## src/rtl/wb_arbiter2.sv

```systemverilog
// Two-master Wishbone arbiter sharing one slave: fair tie-break on the last
// owner, ownership held for the whole cycle, and a stall timeout that errors the owner.
module wb_arbiter2 #(
  parameter int ADDR_WIDTH = 32,
  parameter int DATA_WIDTH = 32,
  parameter int TIMEOUT    = 255
) (
  input  logic                    clock,
  input  logic                    reset,
  input  logic                    m0_cyc,
  input  logic                    m0_stb,
  input  logic                    m0_we,
  input  logic [DATA_WIDTH/8-1:0] m0_sel,
  input  logic [ADDR_WIDTH-1:0]   m0_adr,
  input  logic [DATA_WIDTH-1:0]   m0_wdat,
  output logic [DATA_WIDTH-1:0]   m0_rdat,
  output logic                    m0_ack,
  output logic                    m0_err,
  input  logic                    m1_cyc,
  input  logic                    m1_stb,
  input  logic                    m1_we,
  input  logic [DATA_WIDTH/8-1:0] m1_sel,
  input  logic [ADDR_WIDTH-1:0]   m1_adr,
  input  logic [DATA_WIDTH-1:0]   m1_wdat,
  output logic [DATA_WIDTH-1:0]   m1_rdat,
  output logic                    m1_ack,
  output logic                    m1_err,
  output logic                    s_cyc,
  output logic                    s_stb,
  output logic                    s_we,
  output logic [DATA_WIDTH/8-1:0] s_sel,
  output logic [ADDR_WIDTH-1:0]   s_adr,
  output logic [DATA_WIDTH-1:0]   s_wdat,
  input  logic [DATA_WIDTH-1:0]   s_rdat,
  input  logic                    s_ack,
  input  logic                    s_err,
  output logic [1:0]              grant
);

  typedef enum logic [1:0] {IDLE = 2'd0, OWN0 = 2'd1, OWN1 = 2'd2} state_t;

  // Counter value on the stall cycle that must raise the timeout error.
  localparam logic [7:0] STALL_LIMIT = 8'(TIMEOUT - 1);

  state_t     state_q, state_d;
  logic       last_q, last_d;
  logic [7:0] stall_q, stall_d;
  logic       own_stb, stall, timeout;

  assign own_stb = ((state_q == OWN0) && m0_stb) || ((state_q == OWN1) && m1_stb);
  assign stall   = own_stb && !s_ack && !s_err;
  assign timeout = stall && (stall_q == STALL_LIMIT);

  // NOTE: sequential state uses non-blocking assignments so every register
  // samples pre-edge values regardless of statement order.
  always_ff @(posedge clock or posedge reset) begin
    if (reset) begin
      state_q <= IDLE;
      last_q  <= 1'b1;
      stall_q <= '0;
    end else begin
      state_q <= state_d;
      last_q  <= last_d;
      stall_q <= stall_d;
    end
  end

  // NOTE: every output of a combinational block gets a default first so no
  // path through the case statement can infer a latch.
  always_comb begin
    state_d = state_q;
    last_d  = last_q;
    stall_d = '0;
    case (state_q)
      IDLE: begin
        if (m0_cyc && m1_cyc) state_d = last_q ? OWN0 : OWN1;
        else if (m0_cyc)      state_d = OWN0;
        else if (m1_cyc)      state_d = OWN1;
      end
      OWN0: begin
        if (!m0_cyc) begin
          last_d  = 1'b0;
          state_d = m1_cyc ? OWN1 : IDLE;
        end
      end
      OWN1: begin
        if (!m1_cyc) begin
          last_d  = 1'b1;
          state_d = m0_cyc ? OWN0 : IDLE;
        end
      end
      default: state_d = IDLE;
    endcase
    // Any ack, err, idle strobe, timeout or ownership change restarts the count.
    if ((state_d == state_q) && stall && !timeout) stall_d = stall_q + 8'd1;
  end

  always_comb begin
    s_cyc  = 1'b0;
    s_stb  = 1'b0;
    s_we   = 1'b0;
    s_sel  = '0;
    s_adr  = '0;
    s_wdat = '0;
    m0_ack = 1'b0;
    m0_err = 1'b0;
    m1_ack = 1'b0;
    m1_err = 1'b0;
    grant  = 2'b00;
    case (state_q)
      OWN0: begin
        grant  = 2'b01;
        s_cyc  = m0_cyc && !timeout;
        s_stb  = m0_stb && !timeout;
        s_we   = m0_we;
        s_sel  = m0_sel;
        s_adr  = m0_adr;
        s_wdat = m0_wdat;
        m0_ack = s_ack && !s_err && !timeout;
        m0_err = s_err || timeout;
      end
      OWN1: begin
        grant  = 2'b10;
        s_cyc  = m1_cyc && !timeout;
        s_stb  = m1_stb && !timeout;
        s_we   = m1_we;
        s_sel  = m1_sel;
        s_adr  = m1_adr;
        s_wdat = m1_wdat;
        m1_ack = s_ack && !s_err && !timeout;
        m1_err = s_err || timeout;
      end
      default: ;
    endcase
  end

  assign m0_rdat = s_rdat;
  assign m1_rdat = s_rdat;

endmodule

```

## config.mk

```make
export PLATFORM = sky130hd
export DESIGN_NAME = wb_arbiter2
export DESIGN_NICKNAME = d
export VERILOG_FILES = /design/src/rtl/wb_arbiter2.sv
export SDC_FILE = /design/constraint.sdc
export NUM_CORES = 1
export LEC_CHECK = 0
export ABC_AREA = 1
export CAP_MARGIN = 10
export CORE_AREA = 2 2 124 126
export CTS_BUF_LIST = sky130_fd_sc_hd__clkbuf_4 sky130_fd_sc_hd__clkbuf_8
export CTS_CLUSTER_DIAMETER = 50
export CTS_CLUSTER_SIZE = 24
export DETAILED_ROUTE_END_ITERATION = 10
export DIE_AREA = 0 0 126 128
export MAX_ROUTING_LAYER = met4
export PLACE_DENSITY = 0.55
export SYNTH_ARGS = -nofsm -noshare
export SYNTH_HDL_FRONTEND = slang
export SYNTH_SLANG_ARGS = --single-unit
```

## constraint.sdc

```tcl
create_clock -name clock -period 2.2 [get_ports clock]
set_input_delay 0.44 -clock clock [delete_from_list [all_inputs] [get_ports clock]]
set_output_delay 0.44 -clock clock [all_outputs]
set_load 0.02 [all_outputs]
```

==> impl_metrics.toml, run 1 <==
[logic_synthesis]
yosys_warnings = 0
netlist.area_leader.share_pct = 27.2
synth_top_cell_by_area = "nand2_1"
synth.top_cells.by_area = "nand2_1, buf_4, a21oi_1"
synth_fp_nets = 585
syn-instance-count = 399
ys_types = 24
synth-seq-area-share_pct = 12.1
synth_seq_cells = 11
syn-cell-area_um2 = 2280
syn_avg_cell_area_um2 = 5.70

[sta]
max_freq_mhz = 470
setup_violations = 0
clock_skew_ns = 0.00218
tightest_slew_ns = 0.462
hold_violations = 0
rsz0062_at_grt = "true"
period_minus_slack_ns = 2.13
drv_slew = 0
slew_headroom_pct = 69.2
period_share_pct = 96.8

[drt]
drc = 0
drtIter0Drc = 123
vias_per_cell = 4.11
final_antenna_net_count = 0
vias = 3094
routed_wl_um = 10200
avgRoutedWirePerCell_um = 13.5
firstDrtPassIters = 4

[global_route]
grt_pass1_wl_um = 15100
grt_overflow_total = 0
grt_use_total_pct = 11.9
grt_max_degree = 37
grt_pass1_vias = 3032
antenna_found_initial = 0

[floorplanning]
die_h_um = 128
num_rows = 45
start_util_pct = 15.3
core_area_um2 = 14900
dieArea_um2 = 16100
io_pins = 319
die_width_um = 126

[layout]
multiInputGateArea_um2 = 1410
syn_to_final_growth_pct = 89.6
drive_above_1_share_pct = 23.6
register_area_um2 = 278
final_util_pct = 29.0
final_cells = 752
diodes = 0
fillers = 1661
nNetsFinal = 751

[clock_network]
holdBufCountCts = 0
cts_buffers = 3
htree_levels = 1
clk_latency_ns = 0.24
cts.clk_slew.worst_paths_ns = 0.05
cts.path.max_buffers = 2
root_buffer = "clkbuf_8"
cts_sinks = 11
cts_tree = "built"

[setup_path]
cp-end-kind = "output pin"
max_stage_delay_ns = 0.35
cp.arrival_ns = 1.69
worstPathRequired_ns = 1.76
cp-start-kind = "flip-flop"
critPathBufInv = 3
path_cells = "buf_4, ha_4, bufbuf_16, nand2_1, a21oi_1, buf_2"
crit_type = "flip-flop to output pin"
crit_fanout = 19
cpMaxStageDelayCell = "dfrtp_1"
cp_top_family = "buffers and inverters"

[placed_design]
io_buffer_count = 222
gp_congestion = 0.792
dp_hpwl_um = 8120
post-place-cells = 744

[hold_path]
min_path_type = "flip-flop to flip-flop"

[power_and_ir_drop]
leakage_nw = 1.79
peakVddDrop_mv = 0.383
powerDensity_nw_per_um2 = 935

[run]
maxCapViolCount = 0

[run_status]
status = "complete, no violations"
## cell usage in the layout (no fill, tap or decap)
| master | count |
|---|---|
| clkdlybuf4s15_2 | 15 |
| nand2_2 | 3 |
| nor2_1 | 6 |
| clkdlybuf4s15_1 | 1 |
| inv_1 | 11 |
| bufbuf_16 | 1 |
| clkdlybuf4s50_1 | 146 |
| dfstp_2 | 1 |
| nand3_1 | 9 |
| dfrtp_1 | 9 |
| buf_4 | 23 |
| xor2_1 | 4 |
| a21oi_2 | 5 |
| buf_2 | 45 |
| nor3_1 | 2 |
| dlymetal6s2s_1 | 1 |
| ha_1 | 6 |
| nor3_2 | 8 |
| o21ai_2 | 1 |
| xnor2_1 | 1 |
| buf_12 | 8 |
| ha_4 | 2 |
| nand3_2 | 1 |
| nand2_1 | 165 |
| a21oi_1 | 66 |
| nor2_2 | 1 |
| clkbuf_2 | 8 |
| clkbuf_4 | 1 |
| inv_2 | 4 |
| clkbuf_8 | 3 |
| nand3_4 | 1 |
| nand2_4 | 1 |
| dfrtp_2 | 1 |
| a31oi_1 | 1 |
| o21ai_0 | 3 |
## cells in the mapped netlist, drive strengths merged
master,number
buf,69
a21oi,71
a31oi,1
inv,14
dfrtp,10
o21ai,4
clkinv,1
nand3,11
xnor2,1
nand2,169
ha,8
dfstp,1
xor2,4
clkbuf,18
nor3,10
nor2,7
## layout make-up
class	count	share of cell area [%]
multi-input cells	286	32.8
flip-flops and latches	11	6.44
well taps	188	5.45
repair buffers	248	52.9
inverters	15	1.30
clock buffers	4	1.13
## stage by stage
| stage | TNS (ns) | hold WS (ns) | power (W) | setup WS (ns) | area, um2 |
|---|---|---|---|---|---|
| 6_report | 0 | 0.497 | 0.00404 | 0.0711 | 4320 |
| 4_1_cts | 0 | 0.499 | 0.00421 | 0.000875 | 4510 |
| 3_3_place_gp | -3.45 | 0.488 | 0.00400 | -0.189 | 4410 |
| 3_5_place_dp | -6.35 | 0.491 | 0.00403 | -0.231 | 4410 |
| 2_1_floorplan | 0 | 0.292 | 0.00231 | 0.0481 | 2280 |
| 5_1_grt | -0.0405 | 0.515 | 0.00439 | -0.0124 | 4320 |
## state kept, by name, summed over array words and instances (netlist names)
signal / count
stall_q: 8
state_q: 2
last_q: 1
## worst min-delay path, stage by stage (launching register included)
cell,delay (ns)
dfstp_2,0.36
o21ai_0,0.05
o21ai_0,0.07
## cells by family (layout without fill, tap and decap cells)
| family | count (synthesis) | in the layout | share of synthesized area, % |
|---|---|---|---|
| buffers and inverters | 102 | 267 | 27.9 |
| flip-flops | 11 | 11 | 12.1 |
| AO/OA/AOI/OAI | 76 | 76 | 16.8 |
| XOR/XNOR | 5 | 5 | 1.92 |
| adder cells (fa/ha/maj) | 8 | 8 | 4.40 |
| AND/OR/NAND/NOR | 197 | 197 | 36.8 |
## report_power, final
| group | total (W) | leakage (nW) | switching, W | internal (W) |
|---|---|---|---|---|
| logic | 0.00356 | 1.62 | 0.00213 | 0.00143 |
| clock network | 0.000223 | 0.0262 | 0.0000833 | 0.000140 |
| registers | 0.000253 | 0.147 | 0.0000150 | 0.000238 |
| total | 0.00404 | 1.79 | 0.00223 | 0.00181 |
## metal layers
metal | global-route usage (%) | routed length, um | part of all wire [%] | up-vias
met4 | 6.53 | 497 | 4.9 | 0
met3 | 3.09 | 991 | 9.7 | 45
li1 | - | - | - | 1529
met5 | - | 0 | 0 | -
met2 | 20.7 | 4960 | 49 | 171
met1 | 12.2 | 3730 | 37 | 1349
## path summary, 6_finish.rpt
| path | endpoint | slack [ns] | depth (start not counted) | from |
|---|---|---|---|---|
| min in group asynchronous | stall_q[7] | 0.51 | 2 | reset |
| worst min-delay path | last_q | 0.50 | 2 | last_q |
| worst max register to register | stall_q[4] | 0.38 | 11 | state_q[1] |
| worst max-delay path | s_wdat[7] | 0.07 | 6 | state_q[0] |
| worst min register to register | last_q | 0.50 | 2 | last_q |
| max in group asynchronous | state_q[1] | 1.35 | 2 | reset |
## repair_timing
| action | 4_1_cts | 5_1_grt |
|---|---|---|
| cloned | 1 | 0 |
| buffers inserted | 2 | 1 |
| endpoints found under the setup margin | 73 | 66 |
| pin swaps | 1 | 0 |
| resized for setup | 223 | 53 |
Note: power is estimated with default switching activity, not from simulation.
==> run 2, diff against run 1 <==
Settings changed: PLACE_DENSITY 0.55 to unset, PLACE_DENSITY_LB_ADDON set to 0.1.
==> impl_metrics.toml, run 2 (synthesis gave the netlist of run 1 again) <==
[sta]
setup_violations = 0
period_share_pct = 96.6
slew_headroom_pct = 69.8
hold_violations = 0
clock_skew_ns = 0.000729
max_freq_mhz = 471
holdWs_ns = 0.503
drv_slew = 0
rsz0062_at_grt = "true"
setup_ws_ns = 0.0750
tightest_slew_ns = 0.452
period_minus_slack_ns = 2.12

[drt]
routed_wl_um = 12900
vias = 3080
vias_per_cell = 4.04
avgRoutedWirePerCell_um = 17.0
firstDrtPassIters = 5
drc = 0
drtIter0Drc = 101
final_antenna_net_count = 0

[floorplanning]
num_rows = 45
die_h_um = 128
start_util_pct = 15.3
core_area_um2 = 14900
die_width_um = 126
io_pins = 319
dieArea_um2 = 16100

[clock_network]
clk_latency_ns = 0.23
cts.clk_slew.worst_paths_ns = 0.05
htree_levels = 1
root_buffer = "clkbuf_8"
cts.path.max_buffers = 2
cts_sinks = 11
cts_tree = "built"
holdBufCountCts = 0
cts_buffers = 3

[setup_path]
cp.arrival_ns = 1.68
cp-end-kind = "output pin"
worstPathRequired_ns = 1.76
crit_fanout = 22
crit_type = "flip-flop to output pin"
cp-start-kind = "flip-flop"

[layout]
final_cell_mix = "nand2_1, clkdlybuf4s50_1, a21oi_1, buf_4, buf_2"
final_util_pct = 30.1
diodes = 0
fillers = 1736
nNetsFinal = 761
reg_top3 = "stall_q x8, state_q x2, last_q x1"
multiInputGateArea_um2 = 1460
layout.cells.most_common = "nand2_1"
register_area_um2 = 277
largest_reg_flops = 8
drive_above_1_share_pct = 26.8
top_register = "stall_q"
syn_to_final_growth_pct = 96.9
stdcell_area_um2 = 4480

[run]
maxCapViolCount = 0

[global_route]
grt_pass1_vias = 3044
grt_max_degree = 42
grt_use_total_pct = 14.8
grt_overflow_total = 0
grt_pass1_wl_um = 18200
antenna_found_initial = 0

[placed_design]
gp_congestion = 0.839
dpl-instance-area_um2 = 4430
dp_slack_ns = -0.215
dp_hpwl_um = 9940
io_buffer_count = 222

[run_status]
status = "complete, no violations"

[power_and_ir_drop]
peakVddDrop_mv = 0.441
leakage_nw = 1.88
powerDensity_nw_per_um2 = 1010
finalPower_w = 0.00454

[hold_path]
min_path_type = "flip-flop to flip-flop"
run 2: cell count changes in the layout (fill, tap and decap cells not counted), sizes merged:
| cell | before | now |
|---|---|---|
| dlymetal6s2s | 1 | 0 |
| buf | 76 | 87 |
| bufbuf | 1 | 2 |
| dlygate4sd2 | 0 | 1 |
| clkdlybuf4s15 | 16 | 4 |
| clkbuf | 12 | 22 |
run 2: worst max-delay path, stage by stage (launching register included):
cell and delay [ns]:
dfrtp_1 0.37, inv_2 0.07, ha_2 0.37, inv_4 0.07, buf_12 0.16, a21oi_1 0.12, clkdlybuf4s15_2 0.28
run 2: power breakdown:
part	internal [W]	leakage, nW	total, W	switching (W)
Sequential	0.000237	0.148	0.000255	0.0000180
Combinational	0.00169	1.70	0.00407	0.00238
Clock	0.000140	0.0262	0.000214	0.0000750
Total	0.00207	1.88	0.00454	0.00247
run 2: repair_timing:
item	4_1_cts	5_1_grt
gates resized for setup	220	80
cloned	3	1
setup endpoints to repair	74	63
pin swaps	3	3
setup buffers	3	4
run 2: layout make-up:
type	count	area share, %
Clock buffer	4	1.09
Tap cell	188	5.25
Sequential cell	11	6.17
Inverter	15	1.31
Multi-Input combinational cell	286	32.5
Timing Repair Buffer	258	53.6
run 2: per-stage QoR:
step           TNS (ns)  instances
2_1_floorplan         0        399
3_3_place_gp      -8.41        747
3_5_place_dp      -8.48        747
4_1_cts               0        757
5_1_grt         -0.0670        762
6_report              0        762
run 2: path summary, 6_finish.rpt:
kind	endpoint	from	depth (start not counted)	slack [ns]
worst max-delay path	s_adr[7]	state_q[1]	6	0.08
worst max register to register	stall_q[6]	state_q[1]	11	0.39
worst min-delay path	last_q	last_q	2	0.50
worst min register to register	last_q	last_q	2	0.50
max in group asynchronous	last_q	reset	2	1.34
min in group asynchronous	stall_q[3]	reset	2	0.52
run 2: routing by layer:
metal	wire length [um]	part of all wire, %	vias up	track usage, %
met4	331	2.6	0	4.33
li1	-	-	1553	-
met2	6310	49	141	24.6
met5	0	0	-	-
met1	5260	41	1358	18.0
met3	1040	8.0	28	3.21
